[src/rtl/mio_bus_ctrl.sv]
// Memory/IO bus controller for the single-cycle core: decodes RAM, GPIO and a
// down-counter peripheral, and stalls the core through mio_ready on RAM loads.
module mio_bus_ctrl #(
   parameter int RAM_AW      = 10,
   parameter int RAM_LATENCY = 1,
   parameter int CNT_W       = 32
) (
   input  logic              clk,
   input  logic              rst,
   input  logic              cpu_mio,
   input  logic              mem_w,
   input  logic [31:0]       addr_bus,
   input  logic [31:0]       cpu_data_out,
   output logic [31:0]       cpu_data_in,
   output logic              mio_ready,
   output logic [RAM_AW-1:0] ram_addr,
   output logic [31:0]       ram_din,
   output logic              ram_we,
   input  logic [31:0]       ram_dout,
   input  logic [15:0]       sw_in,
   output logic [7:0]        led_out,
   output logic              cnt_irq
);

   typedef enum logic [1:0] {IDLE, WAIT, DONE} state_t;

   localparam int              WAIT_INIT_I = (RAM_LATENCY > 1) ? RAM_LATENCY - 2 : 0;
   localparam logic [1:0]      WAIT_INIT   = WAIT_INIT_I[1:0];
   localparam logic [CNT_W-1:0] CNT_ONE    = CNT_W'(1);

   state_t            state_q, state_d;
   logic [1:0]        wait_q, wait_d;
   logic [31:0]       rdata_q, rdata_d;
   logic [7:0]        led_q, led_d;
   logic [CNT_W-1:0]  count_q, count_d;
   logic [CNT_W-1:0]  reload_q, reload_d;
   logic              en_q, en_d;
   logic              auto_q, auto_d;
   logic              zf_q, zf_d;
   logic              pend_q, pend_d;
   logic              zf_set;

   logic              is_ram, is_gpio, is_cnt, is_ctrl;
   logic              ram_load, wr_ok;
   logic [31:0]       periph_rdata;

   assign is_ram   = (addr_bus[31:28] == 4'h0);
   assign is_gpio  = (addr_bus[31:28] == 4'hE) && (addr_bus[27:0] == 28'h0);
   assign is_cnt   = (addr_bus[31:28] == 4'hF) && (addr_bus[27:0] == 28'h0);
   assign is_ctrl  = (addr_bus[31:28] == 4'hF) && (addr_bus[27:0] == 28'h4);
   assign ram_load = cpu_mio & ~mem_w & is_ram;
   // Writes only land in IDLE; WAIT/DONE always belong to an in-flight load.
   assign wr_ok    = cpu_mio & mem_w & (state_q == IDLE);

   assign ram_addr = addr_bus[RAM_AW+1:2];
   assign ram_din  = cpu_data_out;
   assign ram_we   = wr_ok & is_ram;
   assign led_out  = led_q;
   assign cnt_irq  = zf_q;

   always_comb begin
      periph_rdata = '0;
      if (is_gpio) begin
         periph_rdata = {16'b0, sw_in};
      end else if (is_cnt) begin
         periph_rdata = 32'(count_q);
      end else if (is_ctrl) begin
         periph_rdata = {29'b0, zf_q, auto_q, en_q};
      end
   end

   always_comb begin
      state_d     = state_q;
      wait_d      = wait_q;
      rdata_d     = rdata_q;
      mio_ready   = 1'b1;
      cpu_data_in = '0;
      case (state_q)
         IDLE: begin
            if (ram_load) begin
               mio_ready = 1'b0;
               if (RAM_LATENCY > 1) begin
                  state_d = WAIT;
                  wait_d  = WAIT_INIT;
               end else begin
                  state_d = DONE;
                  rdata_d = ram_dout;
               end
            end else if (cpu_mio && !mem_w) begin
               cpu_data_in = periph_rdata;
            end
         end
         WAIT: begin
            mio_ready = 1'b0;
            if (wait_q == 2'd0) begin
               state_d = DONE;
               rdata_d = ram_dout;
            end else begin
               wait_d = wait_q - 2'd1;
            end
         end
         DONE: begin
            // The core advances on this edge, so the held request is not re-accepted.
            cpu_data_in = rdata_q;
            state_d     = IDLE;
         end
         default: state_d = IDLE;
      endcase
   end

   always_comb begin
      led_d    = led_q;
      count_d  = count_q;
      reload_d = reload_q;
      en_d     = en_q;
      auto_d   = auto_q;
      zf_d     = zf_q;
      pend_d   = 1'b0;
      zf_set   = 1'b0;
      if (pend_q && (reload_q != '0)) begin
         count_d = reload_q;
      end else if (en_q && (count_q != '0)) begin
         count_d = count_q - CNT_ONE;
         if (count_q == CNT_ONE) begin
            zf_set = 1'b1;
            pend_d = auto_q;
         end
      end
      if (wr_ok && is_gpio) begin
         led_d = cpu_data_out[7:0];
      end
      // A CPU write of COUNT overrides this cycle's decrement or reload entirely.
      if (wr_ok && is_cnt) begin
         count_d  = cpu_data_out[CNT_W-1:0];
         reload_d = cpu_data_out[CNT_W-1:0];
         pend_d   = 1'b0;
         zf_set   = 1'b0;
      end
      if (wr_ok && is_ctrl) begin
         en_d   = cpu_data_out[0];
         auto_d = cpu_data_out[1];
         if (cpu_data_out[2]) begin
            zf_d = 1'b0;
         end
      end
      if (zf_set) begin
         zf_d = 1'b1;
      end
   end

   always_ff @(posedge clk or negedge rst) begin
      if (!rst) begin
         state_q  <= IDLE;
         wait_q   <= 2'd0;
         rdata_q  <= '0;
         led_q    <= '0;
         count_q  <= '0;
         reload_q <= '0;
         en_q     <= 1'b0;
         auto_q   <= 1'b0;
         zf_q     <= 1'b0;
         pend_q   <= 1'b0;
      end else begin
         state_q  <= state_d;
         wait_q   <= wait_d;
         rdata_q  <= rdata_d;
         led_q    <= led_d;
         count_q  <= count_d;
         reload_q <= reload_d;
         en_q     <= en_d;
         auto_q   <= auto_d;
         zf_q     <= zf_d;
         pend_q   <= pend_d;
      end
   end

endmodule

[config.mk]
export PLATFORM = sky130hd
export DESIGN_NAME = mio_bus_ctrl
export DESIGN_NICKNAME = d
export VERILOG_FILES = /design/src/rtl/mio_bus_ctrl.sv
export SDC_FILE = /design/constraint.sdc
export NUM_CORES = 1
export LEC_CHECK = 0
export ABC_AREA = 1
export CAP_MARGIN = 15
export CORE_ASPECT_RATIO = 0.8
export CORE_MARGIN = 4
export CORE_UTILIZATION = 40
export DETAILED_ROUTE_END_ITERATION = 8
export PLACE_DENSITY = 0.71
export SKIP_CTS_REPAIR_TIMING = 1
export SLEW_MARGIN = 20
export SYNTH_ARGS = -nofsm -noshare
export SYNTH_HDL_FRONTEND = slang
export SYNTH_SLANG_ARGS = --single-unit
[constraint.sdc]
create_clock -name clk -period 2.1 [get_ports clk]
set_input_delay 0.315 -clock clk [delete_from_list [all_inputs] [get_ports clk]]
set_output_delay 0.315 -clock clk [all_outputs]
set_load 0.05 [all_outputs]
Word level (Yosys, flattened, before mapping)
Index checks and enable logic that the tools add are counted.

storage, ports and cells
  register bits after elaboration = 112
  latch bits = 0
  RAM bits = 0
  bits in read-only memories = 0
  word-level logic and storage cells = 79
  memories kept = 0

operators by class
  add/subtract/negate cells = 2
  multiply operators = 0
  div/mod/pow operators = 0
  $lt $le $gt $ge = 0
  equal/unequal tests = 8
  shift-type cells = 0
  multiplexer cells = 28
  bitwise gates (word level) = 7
  reduce and logical (&&, ||, !) cells = 24

operator list
  kind                   count
  $mux 32                9
  $pmux 32 s2            2
  $reduce_bool 32->1     2
  $eq 32x1->1 const B    1
  $sub 32x1->32 const B  1
  $eq 28x3->1 const B    1
  $logic_not 28->1       1
  $mux 1                 12
  $logic_and 1x1->1      9
  $eq 4x4->1 const B     2
  $reduce_and 2->1       3
  $reduce_bool 2->1      3
  $and 1x1->1            5
  $logic_not 2->1        2
  $logic_not 4->1        1
  $mux 2                 2
  $ne 2x2->1 const B     2
  $pmux 2 s2             1
  $mux 3                 1
  $reduce_and 3->1       1
  $reduce_bool 3->1      1
  $eq 2x1->1 const B     1
  $eq 2x2->1 const B     1
  $not 1->1              2
  other kinds (3)        3

Longest topological paths before layout
Gate-level depths: netlist (run 1).

  word-level depth = 8
  mapped depth = 12
  depth with buffers taken out = 12

Worst setup path before layout (run 1)
Ideal clock, no wire load.

  path type = input-to-output
  start = input port addr_bus[15]
  end = output port cpu_data_in[16]
  arrival time = 2.446 ns
  path slack = -0.661 ns
  stages on the path = 9
  path buffers = 2
  cell sequence = nor2_1 > nand2_1 > nor2_1 > nand2_1 > nor2_1 > nand2_1 > clkbuf_1 > buf_2 > o31ai_1

between the ends
  word-level cells in the longest chain between the ends = 7
  elaborated cells on any way between the ends = 8
  classes of those cells = mux: 5; reduce/logical: 3

ends and longest elaborated chain
  element             line    RTL
  start: declaration  12      input logic [31:0] addr_bus,
  $logic_not 28->1 *  48, 49
  $logic_and 1x1->1   49      assign is_cnt = (addr_bus[31:28] == 4'hF) && (addr_bus[27:0] == 28'h0);
  $mux 32             65      end else if (is_cnt) begin
  $mux 32 *           63      if (is_gpio) begin
  $mux 32 *           89      end else if (cpu_mio && !mem_w) begin
  $mux 32 *           80      if (ram_load) begin
  $pmux 32 s2 *       78      case (state_q)
  end: declaration    14      output logic [31:0] cpu_data_in,

Every way passes the cells marked *; elsewhere a longest branch is shown, timed or not.

Worst setup path in the final report (run 1)
  start = input port addr_bus[0]
  end = output port cpu_data_in[16]

Same word-level chain as after synthesis.

==> results.py, run 1 <==
metrics = {
    "status": {
        "status": "finished, violations left",
        "violations": "negative setup slack",
    },
    "worst_setup_path": {
        "crit_chain": "buf_6 -> nor2_4 -> nand2_1 -> nor2_1 -> nand2_2 -> nor2_4 -> nand2_4 -> buf_12 -> buf_6 -> o31ai_4 -> buf_12",
        "critPathLaunchType": "input pin",
        "cp-end-kind": "output pin",
        "arrival_ns": 1.82,
        "critPathKind": "input pin to output pin",
        "path_buf_inv": 4,
        "crit_required_ns": 1.78,
        "cp_top_family": "simple AND/OR/NAND/NOR gates",
        "crit_slowest_cell": "o31ai_4",
        "critPathMaxStageDelay_ns": 0.26,
        "rrSetupSlack_ns": 0.13,
        "cp_max_fo": 8,
    },
    "yosys": {
        "synthCells": 1073,
        "yosys.area_share.adder": 0.00359,
        "synth_top_family_by_area": "simple AND/OR/NAND/NOR gates",
        "async_flop_share": 1.00,
        "ys_seq_area_frac": 0.391,
        "synth-main-ff-cell": "dfrtp_1",
        "synth_area_mm2": 0.00697,
        "synth-xor-area-share": 0.0151,
        "synthMuxAreaShare": 0,
        "synth_compound_area_frac": 0.0646,
        "synth_fp_nets": 1191,
        "ys_warn_count": 0,
        "synth-seq-cells": 109,
        "yosysUniqueCellTypes": 31,
        "yosys.area.top_type": "dfrtp_1",
        "yosys.area_share.simple": 0.408,
        "synth_edf_count": 0,
        "yosysTopAreaCellShare": 0.391,
        "yosys-top-cells-area": "dfrtp_1 (39%), nand2_1 (23%), nor2_1 (9.6%)",
        "syn_avg_cell_area_um2": 6.50,
    },
    "floorplan": {
        "core_mm2": 0.0168,
        "die_y_um": 126,
        "die_x_um": 156,
        "num_io_pins": 201,
        "initial_core_util": 0.415,
        "die_area_mm2": 0.0196,
        "rows": 42,
    },
    "cts": {
        "worst_skew_pair.late_latency_ns": 0.36,
        "clockBufferDepth": 2,
        "htree_levels": 3,
        "cts-root-buf": "clkbuf_16",
        "cts_tree": "yes",
        "cts_buffers": 9,
        "cts_sinks": 109,
        "clkTransAtPathRegs_ns": 0.08,
    },
    "place": {
        "placed_cell_area_mm2": 0.00988,
        "placed_cells": 1462,
        "place_congestion": 0.879,
        "placement.io_buffers": 200,
        "place_hpwl_um": 17300,
    },
    "routing": {
        "wl_um": 22800,
        "wl_per_cell_um": 15.3,
        "vias": 7364,
        "postRouteAntennaNets": 0,
        "remaining_drc_errors": 0,
        "drt_iter0_drc": 596,
        "first_pass_iters": 6,
        "vias_per_cell": 4.95,
    },
    "sta": {
        "relSlewSlack": 0.656,
        "report.final.slew_viol_count": 0,
        "hold_violations": 0,
        "grt_setup_unrepaired": "yes",
        "tightest_slew_ns": 0.515,
        "skew_ns": 0.00927,
        "setup_violations": 3,
        "fin_tns_setup_ns": -0.0570,
        "final.period_utilization": 1.02,
        "max_freq_mhz": 468,
        "worst_slack_ns": -0.0349,
        "whs_ns": 0.448,
        "period_minus_slack_ns": 2.13,
    },
    "worst_hold_path": {
        "hold_path.class": "input pin to async pin",
    },
    "layout": {
        "drive_gt1_frac": 0.209,
        "fillerInstances": 1503,
        "final_core_utilization": 0.631,
        "final_cell_mix": "nand2_1 (407), nor2_1 (164), dfrtp_1 (109)",
        "multi_input_area_mm2": 0.00388,
        "seqCellArea_mm2": 0.00273,
        "syn_to_final_growth_pct": 52.2,
        "final_common_cell": "nand2_1",
        "fin_cells": 1488,
        "n_antenna_cell": 0,
        "nNetsFinal": 1381,
        "finalInstanceArea_mm2": 0.0106,
    },
    "run": {
        "drv_cap": 0,
    },
    "power_and_ir_drop": {
        "power_per_cell_area_mw_per_mm2": 450,
        "p_leak_nw": 5.68,
        "peakVddDrop_uv": 324,
    },
    "global_route": {
        "grt.overflow.total": 0,
        "grt_max_degree": 41,
        "grt_antenna_before_repair": 0,
        "grt_pass1_wl_um": 35200,
        "gr-usage-all-layers": 0.221,
        "grt_pass1_vias": 6658,
    },
}
[metal layers]
metal	GRT usage	vias up	wire length, µm
li1	-	3680	-
met1	0.353	3357	10900
met3	0.0446	17	1940
met5	0	-	0
met2	0.306	310	9720
met4	0.0412	0	254
[power breakdown]
part / switching, mW / internal, mW
clock: 0.854 / 0.831
sequential: 0.0623 / 2.21
combinational: 0.416 / 0.405
[layout make-up]
type                    instances  share of cell area
well taps                     220              0.0259
clock inverters                 6             0.00507
repair inverters                1            0.000707
multi-input cells             798               0.366
inverters                      83              0.0297
flip-flops and latches        109               0.257
repair buffers                261               0.294
clock buffers                  10              0.0216
[sequential cells by signal, summed over array words and instances (netlist names)]
register  cells
count_q      32
led_out       8
en_q          1
reload_q     32
state_q       1
pend_q        1
rdata_q      32
cnt_irq       1
auto_q        1
[worst register-to-register path, cell delays in order, from the launching register on]
cell and delay, ns:
dfrtp_1 0.43, inv_2 0.12, ha_2 0.22, nand2_4 0.09, nor2_4 0.12, nand2_2 0.09, o21ai_4 0.21, nand3_4 0.15
buf_4 0.21, nand2_1 0.07, inv_1 0.04, a21oi_1 0.13
[logic make-up after synthesis]
logic type	count (synthesis)
and+or+nand+nor	705
AOI/OAI and AO/OA	79
xor gates and xnor gates	12
DFF	109
adders and majority gates	2
buffers and inverters	166
[path summary, 6_finish.rpt]
| kind | startpoint | to | cells past startpoint |
|---|---|---|---|
| max in group asynchronous | rst | rdata_q[24] | 3 |
| min reg2reg | led_out[6] | led_out[6] | 2 |
| max reg2reg | count_q[0] | count_q[8] | 11 |
| max | addr_bus[0] | cpu_data_in[16] | 11 |
| min in group clk | led_out[6] | led_out[6] | 2 |
| min | rst | reload_q[18] | 2 |
[synth_stat cells, types with 3 or more instances]
library cell  count
buf_4            48
nor2_2            3
inv_1            81
o31ai_1          16
nor2_4            4
nand3_1          69
dfrtp_1         109
buf_1             7
nor2_1          179
nand2_1         428
xor2_1           11
o21ai_0          50
nor3_1            6
buf_2            10
clkbuf_1         17
a21oi_1          11
nand4_1           7
[metrics by stage]
step                      power [mW]  setup slack, ns
after floorplan                 2.66          -0.0972
after global placement          3.10           -0.348
after detailed placement        3.11           -0.414
after CTS                       4.80           -0.419
after global routing            4.97           -0.103
final                           4.78          -0.0349
(Power assumes the default switching activity.)
==> run 2: changes to the inputs <==
--- a/config.mk
+++ b/config.mk
@@ -10,7 +10,9 @@
 export CORE_ASPECT_RATIO = 0.8
 export CORE_MARGIN = 4
 export CORE_UTILIZATION = 40
+export CTS_CLUSTER_DIAMETER = 120
 export DETAILED_ROUTE_END_ITERATION = 8
+export GPL_TIMING_DRIVEN = 0
 export PLACE_DENSITY = 0.71
 export SKIP_CTS_REPAIR_TIMING = 1
 export SLEW_MARGIN = 20
==> results.py, run 2 (same netlist as run 1, synthesis figures left out) <==
metrics = {
    "routing": {
        "remaining_drc_errors": 0,
        "wl_per_cell_um": 15.3,
        "vias_per_cell": 4.89,
        "vias": 7526,
        "wl_um": 23500,
        "first_pass_iters": 5,
        "postRouteAntennaNets": 0,
        "drt_iter0_drc": 613,
    },
    "sta": {
        "max_freq_mhz": 444,
        "relSlewSlack": 0.653,
        "worst_slack_ns": -0.152,
        "report.final.slew_viol_count": 0,
        "tightest_slew_ns": 0.519,
        "whs_ns": 0.453,
        "grt_setup_unrepaired": "yes",
        "setup_violations": 32,
        "hold_violations": 0,
        "skew_ns": 0.00696,
        "final.period_utilization": 1.07,
        "period_minus_slack_ns": 2.25,
    },
    "layout": {
        "syn_to_final_growth_pct": 50.5,
        "seqCellArea_mm2": 0.00273,
        "n_antenna_cell": 0,
        "drive_gt1_frac": 0.191,
        "largest_registers": "count_q (32), rdata_q (32), reload_q (32)",
        "final_cell_mix": "nand2_1 (406), nor2_1 (167), clkdlybuf4s50_1 (131)",
        "nNetsFinal": 1432,
        "finalInstanceArea_mm2": 0.0105,
        "multi_input_area_mm2": 0.00389,
        "final_core_utilization": 0.624,
        "final_common_cell": "nand2_1",
        "fillerInstances": 1550,
    },
    "worst_setup_path": {
        "arrival_ns": 1.94,
        "cp-end-kind": "output pin",
        "critPathKind": "input pin to output pin",
        "critPathLaunchType": "input pin",
        "cp_max_fo": 8,
        "crit_required_ns": 1.78,
    },
    "power_and_ir_drop": {
        "p_sw_frac": 0.266,
        "p_switching_mw": 1.33,
        "power_mw": 4.99,
        "p_leak_nw": 5.68,
        "pwr-share-comb": 0.159,
        "p_int_mw": 3.67,
        "power_per_cell_area_mw_per_mm2": 476,
        "power_frac_seq": 0.454,
        "p_clk_frac": 0.387,
        "peakVddDrop_uv": 315,
    },
    "status": {
        "status": "finished, violations left",
        "violations": "negative setup slack",
    },
    "cts": {
        "cts_sinks": 109,
        "clockBufferDepth": 2,
        "clkTransAtPathRegs_ns": 0.07,
        "htree_levels": 3,
        "cts_tree": "yes",
        "cts-root-buf": "clkbuf_16",
        "cts_buffers": 9,
        "worst_skew_pair.late_latency_ns": 0.36,
    },
    "place": {
        "place_congestion": 0.940,
        "place_hpwl_um": 17900,
        "placement.io_buffers": 200,
        "dp_worst_setup_slack_ns": -1.45,
        "placed_cell_area_mm2": 0.00948,
    },
    "floorplan": {
        "die_x_um": 156,
        "die_area_mm2": 0.0196,
        "die_y_um": 126,
        "rows": 42,
        "num_io_pins": 201,
        "core_mm2": 0.0168,
        "initial_core_util": 0.415,
    },
    "global_route": {
        "grt_pass1_vias": 6788,
        "gr-usage-all-layers": 0.227,
        "grt_max_degree": 60,
        "gr-max-usage-layer": "met1",
        "grt_antenna_before_repair": 0,
        "met2_usage": 0.325,
        "use_met1": 0.352,
        "grt_pass1_wl_um": 35700,
        "gr-usage-met3": 0.0511,
        "grt.overflow.total": 0,
    },
    "worst_hold_path": {
        "hold_path.class": "input pin to async pin",
    },
    "run": {
        "drv_cap": 0,
    },
}
-- run 2: power groups by stage --
stage / registers, mW / clock network, mW / logic (mW)
after global placement: 2.31 / 0 / 0.747
after floorplan: 2.30 / 0 / 0.363
after CTS: 2.27 / 1.96 / 0.766
after global routing: 2.29 / 2.03 / 0.855
final: 2.27 / 1.93 / 0.793
after detailed placement: 2.31 / 0 / 0.760
-- run 2: cell type report --
| cell class | count | share of cell area |
|---|---|---|
| buffer | 83 | 0.0569 |
| clock buffer | 9 | 0.0215 |
| clock inverter | 7 | 0.0104 |
| inverter | 83 | 0.0304 |
| multi-input combinational | 799 | 0.371 |
| sequential | 109 | 0.260 |
| tap | 220 | 0.0262 |
| timing repair buffer | 229 | 0.224 |
-- run 2: critical path, cell delays in order --
cell and delay [ns]:
clkdlybuf4s50_1 0.49, nor3_4 0.29, nand2_4 0.12, clkinvlp_4 0.19, o21ai_0 0.14, o21ai_2 0.20, buf_6 0.18
-- run 2: path summary, 6_finish.rpt --
| check | cells after the start | to | startpoint | slack, ns |
|---|---|---|---|---|
| hold / removal | 2 | reload_q[21] | rst | 0.45 |
| min in group clk | 2 | led_out[5] | led_out[5] | 0.48 |
| setup / recovery | 7 | cpu_data_in[2] | mem_w | -0.15 |
| max in group asynchronous | 3 | rdata_q[26] | rst | 0.99 |
| hold reg to reg | 2 | led_out[5] | led_out[5] | 0.48 |
| setup reg to reg | 10 | count_q[8] | count_q[6] | 0.12 |
-- run 2: metrics by stage --
stage               TNS [ns]  std cells
floorplan             -0.964       1073
CTS                   -43.90       1510
global route           -3.84       1539
finish                 -1.93       1539
global placement     -452.35       1493
detailed placement    -64.09       1494
-- run 2: layer usage --
| layer | vias to the layer above | wire length [µm] | share of wire |
|---|---|---|---|
| met5 | - | 0 | 0 |
| met4 | 0 | 222 | 0.0095 |
| met3 | 19 | 1830 | 0.078 |
| met2 | 267 | 10000 | 0.43 |
| met1 | 3473 | 11400 | 0.49 |
| li1 | 3767 | - | - |
